**src/rtl/ucaspian_cmd_deframer.sv**
```systemverilog
// Host->device command deframer: gathers an opcode byte and its fixed-length payload
// into one wide command word, and flags unknown opcodes and stalled partial commands.
module ucaspian_cmd_deframer #(
  parameter int MAX_PAYLOAD = 4,
  parameter int TIMEOUT     = 4096
) (
  input  logic                     clk,
  input  logic                     reset,
  input  logic                     flush,
  input  logic [7:0]               in_data,
  input  logic                     in_vld,
  output logic                     in_rdy,
  output logic [7:0]               cmd_op,
  output logic [8*MAX_PAYLOAD-1:0] cmd_payload,
  output logic [2:0]               cmd_len,
  output logic                     cmd_vld,
  input  logic                     cmd_rdy,
  output logic                     err_pulse,
  output logic [1:0]               err_code,
  output logic [15:0]              cmd_count,
  output logic [7:0]               err_count
);

  localparam int TW = (TIMEOUT > 1) ? $clog2(TIMEOUT) : 1;
  localparam logic [TW-1:0] TO_LIM = TW'(TIMEOUT - 1);

  typedef enum logic [1:0] {S_IDLE, S_PAYLOAD, S_HOLD} state_t;

  typedef struct packed {
    logic       known;
    logic [2:0] len;
  } op_info_t;

  function automatic op_info_t decode(input logic [7:0] op);
    case (op)
      8'h00, 8'h01, 8'h10: decode = '{known: 1'b1, len: 3'd0};
      8'h02:               decode = '{known: 1'b1, len: 3'd3};
      8'h04:               decode = '{known: 1'b1, len: 3'd2};
      8'h08:               decode = '{known: 1'b1, len: 3'd4};
      default:             decode = '{known: 1'b0, len: 3'd0};
    endcase
  endfunction

  state_t                   state, state_nxt;
  op_info_t                 dec;
  logic [7:0]               asm_op;
  logic [2:0]               asm_len, idx;
  logic [8*MAX_PAYLOAD-1:0] asm_buf, buf_nxt;
  logic [TW-1:0]            to_cnt;
  logic                     accept, bad_op, timeout, deliver;
  logic                     ld_hold;
  logic [7:0]               hold_op;
  logic [8*MAX_PAYLOAD-1:0] hold_payload;
  logic [2:0]               hold_len;

  // in_rdy depends only on state, flush and reset, so a held command back-pressures the SPI side.
  assign in_rdy  = reset && !flush && (state != S_HOLD);
  assign accept  = in_vld && in_rdy;
  assign cmd_vld = (state == S_HOLD);

  // NOTE: every output of this block gets a default first so no path leaves a value held (no latch).
  always_comb begin
    state_nxt    = state;
    dec          = decode(in_data);
    bad_op       = 1'b0;
    timeout      = 1'b0;
    deliver      = 1'b0;
    ld_hold      = 1'b0;
    hold_op      = in_data;
    hold_payload = '0;
    hold_len     = 3'd0;
    buf_nxt      = asm_buf;
    for (int i = 0; i < MAX_PAYLOAD; i++)
      if (idx == 3'(i)) buf_nxt[8*i +: 8] = in_data;

    case (state)
      S_IDLE: begin
        if (accept) begin
          if (!dec.known) begin
            bad_op = 1'b1;
          end else if (in_data == 8'h00) begin
            state_nxt = S_IDLE;
          end else if (dec.len == 3'd0) begin
            state_nxt = S_HOLD;
            ld_hold   = 1'b1;
          end else begin
            state_nxt = S_PAYLOAD;
          end
        end
      end
      S_PAYLOAD: begin
        if (flush) begin
          state_nxt = S_IDLE;
        end else if (accept) begin
          if (idx == asm_len - 3'd1) begin
            state_nxt    = S_HOLD;
            ld_hold      = 1'b1;
            hold_op      = asm_op;
            hold_payload = buf_nxt;
            hold_len     = asm_len;
          end
        end else if (TIMEOUT != 0 && to_cnt == TO_LIM) begin
          timeout   = 1'b1;
          state_nxt = S_IDLE;
        end
      end
      S_HOLD: begin
        if (cmd_rdy) begin
          deliver   = 1'b1;
          state_nxt = S_IDLE;
        end else if (flush) begin
          state_nxt = S_IDLE;
        end
      end
      default: state_nxt = S_IDLE;
    endcase
  end

  // NOTE: sequential state uses non-blocking assignments so every register samples pre-edge values.
  always_ff @(posedge clk) begin
    if (!reset) begin
      state       <= S_IDLE;
      asm_op      <= '0;
      asm_len     <= '0;
      asm_buf     <= '0;
      idx         <= '0;
      to_cnt      <= '0;
      cmd_op      <= '0;
      cmd_payload <= '0;
      cmd_len     <= '0;
      err_pulse   <= 1'b0;
      err_code    <= 2'b00;
      cmd_count   <= '0;
      err_count   <= '0;
    end else begin
      state     <= state_nxt;
      err_pulse <= bad_op || timeout;
      if (bad_op)       err_code <= 2'b01;
      else if (timeout) err_code <= 2'b10;
      if ((bad_op || timeout) && err_count != 8'hFF) err_count <= err_count + 8'd1;
      if (deliver && cmd_count != 16'hFFFF)          cmd_count <= cmd_count + 16'd1;

      if (state == S_IDLE && accept) begin
        asm_op  <= in_data;
        asm_len <= dec.len;
        asm_buf <= '0;
        idx     <= '0;
        to_cnt  <= '0;
      end else if (state == S_PAYLOAD) begin
        if (accept) begin
          asm_buf <= buf_nxt;
          idx     <= idx + 3'd1;
          to_cnt  <= '0;
        end else if (TIMEOUT != 0) begin
          to_cnt  <= to_cnt + 1'b1;
        end
      end

      if (ld_hold) begin
        cmd_op      <= hold_op;
        cmd_payload <= hold_payload;
        cmd_len     <= hold_len;
      end
    end
  end

endmodule
```
**config.mk**
```make
export PLATFORM = sky130hd
export DESIGN_NAME = ucaspian_cmd_deframer
export DESIGN_NICKNAME = d
export VERILOG_FILES = /design/src/rtl/ucaspian_cmd_deframer.sv
export SDC_FILE = /design/constraint.sdc
export NUM_CORES = 1
export LEC_CHECK = 0
export ABC_AREA = 1
export CORE_ASPECT_RATIO = 0.9
export CORE_MARGIN = 1.5
export CORE_UTILIZATION = 54
export CTS_BUF_LIST = sky130_fd_sc_hd__clkbuf_16
export DETAILED_ROUTE_END_ITERATION = 10
export GPL_TIMING_DRIVEN = 1
export PLACE_DENSITY = 0.84
export SETUP_SLACK_MARGIN = 0.05
export SYNTH_ARGS = -nofsm -noshare
export SYNTH_HDL_FRONTEND = slang
export SYNTH_SLANG_ARGS = --single-unit
```
**constraint.sdc**
```tcl
create_clock -name clk -period 2 [get_ports clk]
set_input_delay 0.3 -clock clk [delete_from_list [all_inputs] [get_ports clk]]
set_output_delay 0.3 -clock clk [all_outputs]
set_load 0.02 [all_outputs]
```
==> qor.txt <==
======================================================================================
Max-cap violations                                                                   0
Setup ws final                                                                0.137 ns
Clock tree from TritonCTS                                                          yes
DRC violation count after routing                                                    2
Sink Count                                                                         130
Maximum number of pins on one net before global-route repair                        57
Final antenna-violating net count                                                    0
P&R area growth vs syn                                                           32.0%
Clock period minus worst slack                                                 1.86 ns
Max Used Layer                                                                    met4
Final setup vio count                                                                0
Hold EP                                                                   err_code[1]$_SDFFE_PP0P_
RR Startpoint                                                             asm_len[0]$_SDFFE_PN0P_
Hold path start                                                           err_code[1]$_SDFFE_PP0P_
WHS                                                                           0.447 ns
Worst-case clock buffer depth                                                        2
Initial Util                                                                     56.2%
Total number of yosys warnings                                                       0
Pin slew with the least headroom to its limit                                 0.636 ns
Clock slew at reported path FFs                                                0.06 ns
Port Buffer Count                                                                   84
Reg2reg end                                                               cmd_len[2]$_SDFFE_PN0P_
Number of nets in the final layout                                                 966
Filler cells                                                                       780
Sequential cell area fraction in the yosys report                                44.8%
Antenna diodes                                                                       0
Final global-route overflow total                                                    0
Type of origin of the critical path                                           register
Count of standard-cell rows                                                         35
Mapped cell area                                                             5810 um^2
Total clock buffers created by CTS                                                  17
Reg2Reg Depth                                                                       12
Max-slew violation count                                                             0
RSZ-0062 raised after global routing                                               yes
Cell at the root of the clock tree                                        sky130_fd_sc_hd__clkbuf_16
First DRT Iteration DRCs                                                           586
Width of the die                                                                112 um
Number of buffers inserted by post-CTS setup repair                                  0
Average cell area after synthesis                                            7.02 um^2
Category of the most critical setup path                                    reg -> reg
Post-Layout Inst Area                                                        7670 um^2
Headroom to the max-slew limit                                                   57.6%
Sort of element at the end of the critical path                               register
Net count of the mapped netlist                                                    850
Critical path data arrival time                                                2.14 ns
Skew final                                                                  0.00746 ns
IO Pins                                                                             85
Number of distinct standard cells referenced by the synthesized netlist             30
Placer congestion estimate                                                       0.876
Number of cells produced by synthesis                                              828
Maximum clock frequency                                                      0.537 GHz
LEAKAGE                                                                        2.84 nW
Vias per std cell                                                                 5.35
Global-route wire length before repair                                         24.7 mm
Number of global-route vias before repair                                        5,379
FF+latch count, synth                                                              130
Critical Path Fanout Max                                                            12
Failing checks                                                                     DRC
Worst-skew pair later-pin latency                                              0.42 ns
H-Tree Level Count                                                                   4
Worst ir drop on vdd                                                          0.580 mV
Required time of the worst setup path                                          2.28 ns
Placed wire-length estimate                                                    9.99 mm
Worst reg-to-reg setup slack                                                   0.14 ns
Cells taking the most area after synthesis                                sky130_fd_sc_hd__dfxtp_1 45%, sky130_fd_sc_hd__nand2_1 17%, sky130_fd_sc_hd__a21oi_1 9.6%
Met1 wire length                                                               6.70 mm
Setup total negative slack                                                        0 ns
Via Count                                                                        5,810
Worst hold path type                                                        reg -> reg
Detail Route met2 WL                                                           7.41 mm
First drt pass iteration count                                                      11
Run status                                                                finished with violations
Die Y-Extent                                                                    101 um
Drt total wl                                                                   15.4 mm
Number of hold buffers added after cts                                               0
Number of hold violations in the final report                                        0
Final period util                                                                93.2%
Number of cells on the worst hold path                                               2
Amount of wire on met3 after detailed routing                                   955 um
Post-synth top area cell                                                  sky130_fd_sc_hd__dfxtp_1
Initial antenna violation count                                                      0
Area of the die                                                            11,400 um^2
CP startpoint                                                             asm_len[0]$_SDFFE_PN0P_
Avg WL per Cell                                                                14.2 um
Share of cells above drive strength 1                                            10.3%
Share of the synthesized area in the top cell type                               44.8%
PwrDens                                                                    770 nW/um^2
Placed standard-cell area                                                    7060 um^2
Total Routing Usage GR                                                           27.2%
Core Box Area                                                              10,300 um^2
Design Power                                                                   5.90 mW
Worst slack at placement                                                    -0.0727 ns
======================================================================================
[worst max-delay path by stage]
stage | endpoint | slack (ns)
after floorplan | cmd_count[7]$_SDFFE_PN0P_ | 0.17
after global placement | in_rdy | -0.05
after detailed placement | in_rdy | -0.07
after CTS | cmd_count[14]$_SDFFE_PN0P_ | 0.08
after global routing | cmd_payload[19]$_SDFFE_PN0P_ | 0.02
final | cmd_len[2]$_SDFFE_PN0P_ | 0.14
[routing by layer]
metal	vias up	global-route usage, %
li1	2890	-
met1	2685	33.9
met2	203	46.2
met3	32	6.34
met4	0	10.9
met5	-	0
[sequential cells by signal (all words and copies together) (netlist names), 3 cells and up]
name and cells:
idx 3, asm_buf 32, cmd_payload 32, cmd_op 8, to_cnt 12, asm_op 8
err_count 8, cmd_count 16, asm_len 3, cmd_len 3
[layout by cell type (no fill, tap or decap), types with 2 or more instances in the layout]
master and count:
sky130_fd_sc_hd__a21oi_1 111, sky130_fd_sc_hd__buf_12 4, sky130_fd_sc_hd__buf_4 41, sky130_fd_sc_hd__bufinv_16 2, sky130_fd_sc_hd__clkbuf_16 18, sky130_fd_sc_hd__clkdlybuf4s50_1 82
sky130_fd_sc_hd__clkinv_1 2, sky130_fd_sc_hd__clkinv_2 3, sky130_fd_sc_hd__clkinv_4 4, sky130_fd_sc_hd__clkinvlp_4 2, sky130_fd_sc_hd__dfxtp_1 130, sky130_fd_sc_hd__dlygate4sd2_1 2
sky130_fd_sc_hd__ha_1 9, sky130_fd_sc_hd__inv_1 48, sky130_fd_sc_hd__inv_2 6, sky130_fd_sc_hd__inv_4 2, sky130_fd_sc_hd__nand2_1 266, sky130_fd_sc_hd__nand2_2 6
sky130_fd_sc_hd__nand3_1 33, sky130_fd_sc_hd__nand4_1 6, sky130_fd_sc_hd__nor2_1 78, sky130_fd_sc_hd__nor2_4 3, sky130_fd_sc_hd__nor3_1 10, sky130_fd_sc_hd__nor3b_1 6
sky130_fd_sc_hd__o21ai_0 50, sky130_fd_sc_hd__xnor2_1 9, sky130_fd_sc_hd__xor2_1 11
[cell type report]
cell class	count	area, um^2	share of cell area [%]
inverters	56	215	2.81
clock inverters	14	141	1.84
multi-input cells	608	2860	37.3
flip-flops and latches	130	2600	33.9
clock buffers	17	425	5.55
well taps	129	161	2.10
repair buffers	131	1260	16.5
[power by group]
group | internal (mW) | switching (mW)
clock | 1.82 | 1.16
combinational | 0.106 | 0.192
sequential | 2.61 | 0.0156
[synth_stat cells]
library cell and count:
sky130_fd_sc_hd__a31oi_1 1, sky130_fd_sc_hd__dfxtp_1 130, sky130_fd_sc_hd__inv_2 8, sky130_fd_sc_hd__nand3_1 33
sky130_fd_sc_hd__o21bai_1 1, sky130_fd_sc_hd__nor2_1 80, sky130_fd_sc_hd__nor3b_1 6, sky130_fd_sc_hd__clkbuf_1 15
sky130_fd_sc_hd__nand3_4 1, sky130_fd_sc_hd__o21a_1 1, sky130_fd_sc_hd__ha_1 9, sky130_fd_sc_hd__buf_4 1
sky130_fd_sc_hd__nor2_8 1, sky130_fd_sc_hd__nand4_1 6, sky130_fd_sc_hd__nand3_2 1, sky130_fd_sc_hd__nand4_4 1
sky130_fd_sc_hd__and3_1 1, sky130_fd_sc_hd__buf_2 14, sky130_fd_sc_hd__nand2_1 268, sky130_fd_sc_hd__buf_1 4
sky130_fd_sc_hd__clkinv_1 1, sky130_fd_sc_hd__nor3_1 10, sky130_fd_sc_hd__xnor2_1 9, sky130_fd_sc_hd__or2_1 1
sky130_fd_sc_hd__inv_1 47, sky130_fd_sc_hd__a21oi_1 111, sky130_fd_sc_hd__o21ai_0 50, sky130_fd_sc_hd__nand2_2 4
sky130_fd_sc_hd__nor2_4 2, sky130_fd_sc_hd__xor2_1 11
[cell families (layout without fill, tap and decap cells)]
kind of cell	count (synthesis)	after routing	share of synthesized area, %
AOI/OAI and AO/OA	164	164	14.2
and+or+nand+nor	415	415	29.8
adders and majority gates	9	9	1.94
xor gates and xnor gates	20	20	3.02
DFF	130	130	44.8
buffers and inverters	90	218	6.18
[timing repair]
| action | 4_1_cts | 5_1_grt |
|---|---|---|
| resized for setup | 2 | 8 |
| gates cloned | 0 | 1 |
| pin swaps | 0 | 1 |
| setup endpoints to repair | 2 | 54 |
[stage by stage]
stage	instances	util, %
finish	1085	74.2
global placement	1053	68.3
floorplan	828	-
CTS	1084	73.8
detailed placement	1053	68.3
global route	1085	74.2
[worst max-delay path, stage by stage, from the launching register on]
cell	delay [ns]
sky130_fd_sc_hd__dfxtp_1	0.37
sky130_fd_sc_hd__inv_1	0.07
sky130_fd_sc_hd__ha_1	0.29
sky130_fd_sc_hd__inv_1	0.04
sky130_fd_sc_hd__nand2_1	0.05
sky130_fd_sc_hd__nand2_1	0.09
sky130_fd_sc_hd__nor2_4	0.15
sky130_fd_sc_hd__nand3_4	0.12
sky130_fd_sc_hd__nand2_2	0.14
sky130_fd_sc_hd__inv_4	0.08
sky130_fd_sc_hd__buf_12	0.15
sky130_fd_sc_hd__nand2_1	0.08
sky130_fd_sc_hd__a21oi_1	0.07
No activity file was read; power rests on OpenSTA's default activity.
